File: src/rtl/hex_scan_pkg.sv
// Shared types and constants for the seven-segment scan controller.
package hex_scan_pkg;

    typedef enum logic {
        S_GUARD = 1'b0,
        S_SHOW  = 1'b1
    } state_t;

    localparam logic [6:0] SEG_BLANK = 7'b1111111;

    // Counter width for a 0..n-1 range, never narrower than one bit.
    function automatic int unsigned cnt_width(input int unsigned n);
        return (n > 1) ? $clog2(n) : 1;
    endfunction

endpackage

File: src/rtl/seg7_lut.sv
// Combinational BCD nibble to active-low a..g segment encoder; 10-15 render blank.
module seg7_lut
    import hex_scan_pkg::*;
(
    input  logic [3:0] digit_i,
    output logic [0:6] seg_o
);

    always_comb begin
        case (digit_i)
            4'd0:    seg_o = 7'b1000000;
            4'd1:    seg_o = 7'b1111001;
            4'd2:    seg_o = 7'b0100100;
            4'd3:    seg_o = 7'b0110000;
            4'd4:    seg_o = 7'b0011001;
            4'd5:    seg_o = 7'b0010010;
            4'd6:    seg_o = 7'b0000010;
            4'd7:    seg_o = 7'b1111000;
            4'd8:    seg_o = 7'b0000000;
            4'd9:    seg_o = 7'b0010000;
            default: seg_o = SEG_BLANK;
        endcase
    end

endmodule

File: src/rtl/hex_scan_ctrl.sv
// Time-multiplexed seven-segment scan controller with frame-aligned value updates,
// per-slot guard gap and optional leading-zero blanking.
module hex_scan_ctrl
    import hex_scan_pkg::*;
#(
    parameter int unsigned DIGITS   = 4,
    parameter int unsigned PRESCALE = 50000,
    parameter bit          BLANK_LZ = 1'b1
) (
    input  logic                  clk,
    input  logic                  reset,
    input  logic                  load_valid,
    output logic                  load_ready,
    input  logic [4*DIGITS-1:0]   load_bcd,
    output logic [0:6]            seg,
    output logic [DIGITS-1:0]     dig_en,
    output logic                  frame_done
);

    localparam int unsigned TickW = cnt_width(PRESCALE);
    localparam int unsigned IdxW  = cnt_width(DIGITS);
    localparam logic [TickW-1:0] TickMax = TickW'(PRESCALE - 1);
    localparam logic [IdxW-1:0]  IdxMax  = IdxW'(DIGITS - 1);

    state_t                state_q, state_d;
    logic [TickW-1:0]      tick_q, tick_d;
    logic [IdxW-1:0]       idx_q, idx_d;
    logic [4*DIGITS-1:0]   active_q, active_d;
    logic [4*DIGITS-1:0]   pending_q, pending_d;
    logic                  pend_full_q, pend_full_d;
    logic [0:6]            seg_q, seg_d;
    logic [DIGITS-1:0]     dig_en_q, dig_en_d;
    logic                  frame_done_q, frame_done_d;

    logic                  boundary, accept;
    logic [DIGITS-1:0]     lz_mask;
    logic                  upper_zero;
    logic [3:0]            cur_nib;
    logic                  cur_lz;
    logic [0:6]            lut_seg;

    assign load_ready = ~pend_full_q;
    assign accept     = load_valid & ~pend_full_q;
    assign boundary   = (state_q == S_SHOW) && (tick_q == TickMax) && (idx_q == IdxMax);

    // Digit i is a leading zero when it and every more-significant nibble are zero.
    always_comb begin
        lz_mask    = '0;
        upper_zero = 1'b1;
        for (int i = DIGITS - 1; i >= 1; i--) begin
            upper_zero = upper_zero && (active_q[4*i +: 4] == 4'd0);
            lz_mask[i] = upper_zero;
        end
    end

    always_comb begin
        cur_nib = 4'd0;
        cur_lz  = 1'b0;
        for (int i = 0; i < DIGITS; i++) begin
            if (idx_q == IdxW'(i)) begin
                cur_nib = active_q[4*i +: 4];
                cur_lz  = lz_mask[i];
            end
        end
    end

    seg7_lut u_seg7_lut (
        .digit_i (cur_nib),
        .seg_o   (lut_seg)
    );

    always_comb begin
        state_d = state_q;
        tick_d  = tick_q;
        idx_d   = idx_q;
        unique case (state_q)
            S_GUARD: begin
                state_d = S_SHOW;
                tick_d  = TickW'(1);
            end
            S_SHOW: begin
                if (tick_q == TickMax) begin
                    state_d = S_GUARD;
                    tick_d  = '0;
                    idx_d   = (idx_q == IdxMax) ? '0 : idx_q + IdxW'(1);
                end else begin
                    tick_d = tick_q + TickW'(1);
                end
            end
        endcase
    end

    // A load landing on the boundary with nothing pending goes straight to active.
    always_comb begin
        active_d    = active_q;
        pending_d   = pending_q;
        pend_full_d = pend_full_q;
        if (boundary) begin
            if (pend_full_q) begin
                active_d    = pending_q;
                pend_full_d = 1'b0;
            end else if (accept) begin
                active_d = load_bcd;
            end
        end else if (accept) begin
            pending_d   = load_bcd;
            pend_full_d = 1'b1;
        end
    end

    always_comb begin
        seg_d        = SEG_BLANK;
        frame_done_d = boundary;
        for (int i = 0; i < DIGITS; i++) begin
            dig_en_d[i] = ~((state_q == S_SHOW) && (idx_q == IdxW'(i)));
        end
        if (state_q == S_SHOW) begin
            seg_d = (BLANK_LZ && cur_lz) ? SEG_BLANK : lut_seg;
        end
    end

    always_ff @(posedge clk) begin
        if (reset) begin
            state_q      <= S_GUARD;
            tick_q       <= '0;
            idx_q        <= '0;
            active_q     <= '0;
            pending_q    <= '0;
            pend_full_q  <= 1'b0;
            seg_q        <= SEG_BLANK;
            dig_en_q     <= '1;
            frame_done_q <= 1'b0;
        end else begin
            state_q      <= state_d;
            tick_q       <= tick_d;
            idx_q        <= idx_d;
            active_q     <= active_d;
            pending_q    <= pending_d;
            pend_full_q  <= pend_full_d;
            seg_q        <= seg_d;
            dig_en_q     <= dig_en_d;
            frame_done_q <= frame_done_d;
        end
    end

    assign seg        = seg_q;
    assign dig_en     = dig_en_q;
    assign frame_done = frame_done_q;

endmodule

File: config.mk
export PLATFORM = sky130hd
export DESIGN_NAME = hex_scan_ctrl
export DESIGN_NICKNAME = d
export VERILOG_FILES = /design/src/rtl/hex_scan_pkg.sv /design/src/rtl/seg7_lut.sv /design/src/rtl/hex_scan_ctrl.sv
export SDC_FILE = /design/constraint.sdc
export NUM_CORES = 1
export LEC_CHECK = 0
export BUFFER_PORTS_ARGS = -buffer_cell sky130_fd_sc_hd__buf_4
export CORE_MARGIN = 3
export CORE_UTILIZATION = 55
export DETAILED_ROUTE_END_ITERATION = 12
export PLACE_DENSITY = 0.76
export SETUP_SLACK_MARGIN = 0.3
export SYNTH_ARGS = -nofsm -noshare
export SYNTH_HDL_FRONTEND = slang
export SYNTH_SLANG_ARGS = --single-unit
File: constraint.sdc
create_clock -name clk -period 6.4 [get_ports clk]
set_input_delay 0.96 -clock clk [delete_from_list [all_inputs] [get_ports clk]]
set_output_delay 0.96 -clock clk [all_outputs]
set_load 0.01 [all_outputs]
Yosys cells after proc, flatten, opt, wreduce, memory -nomap -nowiden
Memory sizes are Yosys's and may differ from the RTL's. A register that Yosys moved wholly into a read port is not among the register bits. Index checks and enable logic that the tools add are counted.

Output and inout port bits: 13. Register bits after elaboration: 57. ROM bits: 112. Input bits: 19. Word-level logic and storage cells: 55. Memories: 1.

$add $sub $neg: 2. Bitwise operators: 8. Reductions and logical operators: 18. Equality and inequality tests: 4. Mux-type cells: 14.

Memory list: (name not given) (depth 16, bits a word 7, rd ports 1, clocked after memory_dff 1, wr ports 0, RTL line seg7_lut.sv:10) `case (digit_i)`.

Operator list (count): $mux 16 (3); $pmux 16 s2 (1); $add 16x1->16 const B (1); $eq 16x16->1 const B (1); $mux 4 (4); $logic_not 4->1 (3); $logic_and 1x1->1 (8); $not 1->1 (7); $reduce_and 2->1 (3); $eq 2x2->1 const B (2); $mux 1 (4); $reduce_or 3->1 (1); $add 2x1->2 const B (1); $eq 2x1->1 const B (1); $logic_not 2->1 (1); $mux 2 (1); $pmux 1 s2 (1); $reduce_bool 2->1 (1); $reduce_or 2->1 (1); $and 1x1->1 (1).

Longest topological paths before layout
Depth in word-level cells: 7. Depth in mapped cells: 8. Mapped depth without buffers: 7.

By module
A second synthesis with hierarchy kept.

Cell total of the unflattened synthesis: 390. Area, all modules: 3544.6 um2.

Modules (own cells, without submodules): hex_scan_ctrl (area each 3334.4 um2, times used 1, cells an instance 357, seq. area each 1281.2 um2); seg7_lut (area each 210.2 um2, times used 1, cells an instance 33, seq. area each 0.0 um2).

Least setup slack after synthesis
No wires, ideal clock.

Path type: register to register. From: reg idx_q[0]. To: reg seg_q, in the netlist seg[5]. Stages on the path, launching flop included: 9. Path buffers: 2. Data required time: 6.264 ns. Path slack: 4.323 ns. Period minus slack after synthesis: 2.077 ns. Data arrival time: 1.940 ns. Library setup time: 0.136 ns. Cells stage by stage: dfxtp_1 > ha_1 > clkbuf_1 > clkbuf_1 > nor3b_1 > a211oi_1 > ha_1 > a21oi_1 > o21ai_1.

Longest elaborated chain between the ends: 5. Elaborated cells on any way between the ends: 12. Classes of those cells: eq/ne (3); mux (7); reduce/logical (2).

Ends and longest elaborated chain: start: declaration (RTL line hex_scan_ctrl.sv:27) `logic [IdxW-1:0] idx_q, idx_d;`; start signal: assignment (RTL line hex_scan_ctrl.sv:136) `idx_q <= idx_d;`; $eq 2x1->1 / $logic_not 2->1 (equally long branches) (RTL line hex_scan_ctrl.sv:60) `if (idx_q == IdxW'(i)) begin`; $mux 1 / $mux 4 (equally long branches) (3 in series) (RTL line hex_scan_ctrl.sv:60); $reduce_or 3->1 (no source line) / $mux 4 (equally long branches); end: declaration (RTL line hex_scan_ctrl.sv:31) `logic [0:6] seg_q, seg_d;`.

Several ways; a longest one is shown, not always the timed one. A chain may end at the register's enable or synchronous reset.

Worst setup path in the final report
From: reg tick_q[3]. To: reg active_q[4].

Longest elaborated chain between the ends: 4.

Ends and longest elaborated chain: start: declaration (RTL line hex_scan_ctrl.sv:26) `logic [TickW-1:0] tick_q, tick_d;`; start signal: assignment (RTL line hex_scan_ctrl.sv:135) `tick_q <= tick_d;`; $eq 16x16->1 (RTL line hex_scan_ctrl.sv:44) `assign boundary = (state_q == S_SHOW) && (tick_q == TickMax) && (idx_q == IdxMax);`; $logic_and 1x1->1 (2 in series) (RTL line hex_scan_ctrl.sv:44); $reduce_and 2->1 (no source line); end signal: assignment (RTL line hex_scan_ctrl.sv:137) `active_q <= active_d;`; end: declaration (RTL line hex_scan_ctrl.sv:28) `logic [4*DIGITS-1:0] active_q, active_d;`.

Every way passes these cells.

==> flow_metrics.tcl <==
set metrics [dict create \
    grt_max_degree 40 \
    ys_async_sr_fraction 0 \
    grt_pass1_vias 2072 \
    syn_nets 325 \
    p_int_mw 0.594 \
    core_area_um2 4850 \
    start_kind "flip-flop" \
    tightest_slew_ns 1.06 \
    start_util 0.587 \
    cts_resized 0 \
    power_switching_mw 0.175 \
    viasPerCell 5.40 \
    die_h_um 77.9 \
    pwr-share-comb 0.067 \
    fin_nets 354 \
    gp_congestion 0.824 \
    p_total_mw 0.769 \
    synthDistinctLibCells 39 \
    cp-startpoint "tick_q[3]" \
    ir_worst_vdd_uv 137 \
    cts.clk_slew.worst_paths_ns 0.07 \
    worstPathArrival_ns 3.06 \
    dp_cells 385 \
    vias 2161 \
    p_sw_frac 0.228 \
    wire_per_inst_um 13.6 \
    drv_slew 0 \
    final_cells 400 \
    path_class "reg2reg" \
    r2r_start "tick_q[3]" \
    clock_skew_ns 0.00938 \
    holdWs_ns 0.492 \
    syn_area_per_cell_um2 9.48 \
    cts_buffer_depth 2 \
    seqPwrFrac 0.541 \
    drt_pre_antenna_iters 4 \
    cts_tree "done" \
    routed_wl_mm 5.43 \
    cts_num_sinks 64 \
    dpl.hpwl_mm 3.76 \
    rsz0062_at_grt "false" \
    grt_pass1_wl_mm 9.35 \
    synth_area_um2 2840 \
    crit_path_max_fanout 16 \
    die_w_um 77.9 \
    cts_buffers 9 \
    ant_nets 0 \
    drive_gt1_frac 0.195 \
    io_pins 32 \
    pwr_density_cell_nw_per_um2 235 \
    fin_setup_tns_ns 0 \
    hold_path.class "reg2reg" \
    remaining_drc_errors 0 \
    nFillCells 408 \
    yosysWarningCount 0 \
    diodes 0 \
    cts_setup_buffers 0 \
    setup_viol 0 \
    relSlewSlack 0.293 \
    syn_to_final_growth_pct 15.2 \
    max-cap-violations 0 \
    synth-edff-count 0 \
    fin_crit_ns 2.85 \
    outcome "completed" \
    cts.htree.levels 3 \
    synth_area_leaders "dfxtp_1 45%, mux2i_1 12%, nor2_1 8.3%, mux2_2 6.3%, ha_1 2.6%" \
    synth-seq-cells 64 \
    yosysTopAreaCell "dfxtp_1" \
    crit_path_end_kind "flip-flop" \
    power.leakage_nw 1.39 \
    grt_antenna_before_repair 0 \
    drt-initial-drc-count 145 \
    fmax_ghz 0.351 \
    hold_buffers 0 \
    insertion_delay_ns 0.34 \
    placementRows 25 \
    synthFlopType "dfxtp_1" \
    cts_root_buf "clkbuf_8" \
    io_buffers 31 \
    seq_area_frac_synth 0.451 \
    hold_start "pending_q[13]" \
    cp_data_required_time_ns 6.61 \
    grtUsageTotal 0.194 \
    synthCells 300 \
    synth_top_area_frac 0.451 \
    clockPowerShare 0.392 \
    period_share 0.446 \
    gr-total-overflow 0 \
    finalHoldViolations 0 \
    die-area_um2 6070 \
]
state kept, by name (all words and copies together) (netlist names):
signal       count
dig_en           4
pend_full_q      1
state_q          1
idx_q            2
frame_done       1
seg              7
active_q        16
tick_q          16
pending_q       16
metrics by stage:
stage               cell area, µm²  setup slack, ns  utilization
floorplan                     2840             4.32            -
global placement              3110             3.69        0.641
detailed placement            3110             3.60        0.641
CTS                           3280             3.56        0.676
global route                  3280             3.32        0.676
finish                        3280             3.55        0.676
area by class of cell:
cell class | instances | area (µm²) | area share
inverters | 6 | 22.5 | 0.00687
well taps | 67 | 83.8 | 0.0256
repair buffers | 32 | 240 | 0.0733
multi-input cells | 216 | 1480 | 0.451
flip-flops and latches | 64 | 1280 | 0.391
clock inverters | 4 | 20.0 | 0.00611
clock buffers | 11 | 151 | 0.0462
metal layers:
layer,GRT usage,vias to the layer above,routed length [µm]
li1,-,1103,-
met1,0.253,1009,2640
met2,0.296,39,2490
met3,0.0371,10,188
met4,0.117,0,115
met5,0,-,0
power groups by stage:
stage | Sequential, mW | Combinational [mW] | Clock (mW)
CTS | 0.416 | 0.0525 | 0.306
floorplan | 0.422 | 0.0340 | 0
detailed placement | 0.424 | 0.0521 | 0
global route | 0.417 | 0.0577 | 0.325
finish | 0.416 | 0.0519 | 0.302
global placement | 0.424 | 0.0517 | 0
Yosys cell counts (2+ instances only):
master,number
a211oi_1,8
a21oi_1,6
and4_1,2
buf_2,2
clkbuf_1,11
dfxtp_1,64
ha_1,6
inv_1,6
mux2_2,16
mux2i_1,33
nand2_1,11
nand2b_1,2
nand3_1,6
nand3b_1,5
nand4_1,4
nor2_1,63
nor2b_1,6
nor3_1,5
nor3b_1,4
nor4_1,4
o21ai_0,4
o21ai_1,4
xnor2_1,5
xor2_1,8
cells in the final DEF (no fill, tap or decap), types with 4 or more instances in the layout:
cell and count:
nand4_1 4, clkbuf_8 11, inv_1 6, dfxtp_1 64
buf_4 32, o21ai_1 4, clkinv_2 4, xor2_1 8
mux2i_1 33, o21ai_0 4, ha_1 6, nor3b_1 4
mux2_2 16, a21oi_1 6, nor4_1 4, nand3b_1 5
nor3_1 5, nand3_1 6, xnor2_1 5, nand2_1 11
a211oi_1 8, nor2b_1 6, nor2_1 63
final timing paths:
kind | slack, ns | to | depth (start not counted)
max | 3.55 | active_q[4] | 5
min | 0.49 | pending_q[13] | 2
max reg2reg | 3.55 | active_q[4] | 5
min reg2reg | 0.49 | pending_q[13] | 2
logic make-up (layout without fill, tap and decap cells):
logic type / count (synthesis) / in the layout / synth area share
adders and majority gates: 6 / 6 / 0.0264
AOI/OAI and AO/OA: 28 / 28 / 0.0629
buffers and inverters: 20 / 53 / 0.0299
xor gates and xnor gates: 13 / 13 / 0.0400
and+or+nand+nor: 120 / 120 / 0.211
DFF: 64 / 64 / 0.451
muxes: 49 / 49 / 0.179
critical path, cell delays in order (launching register included):
cell and delay [ns]:
dfxtp_1 0.41, or4b_1 0.53, nor4_4 0.47, nand3b_1 0.82
mux2i_1 0.42, nor2_1 0.07
Power figures use the tool's default switching activity.
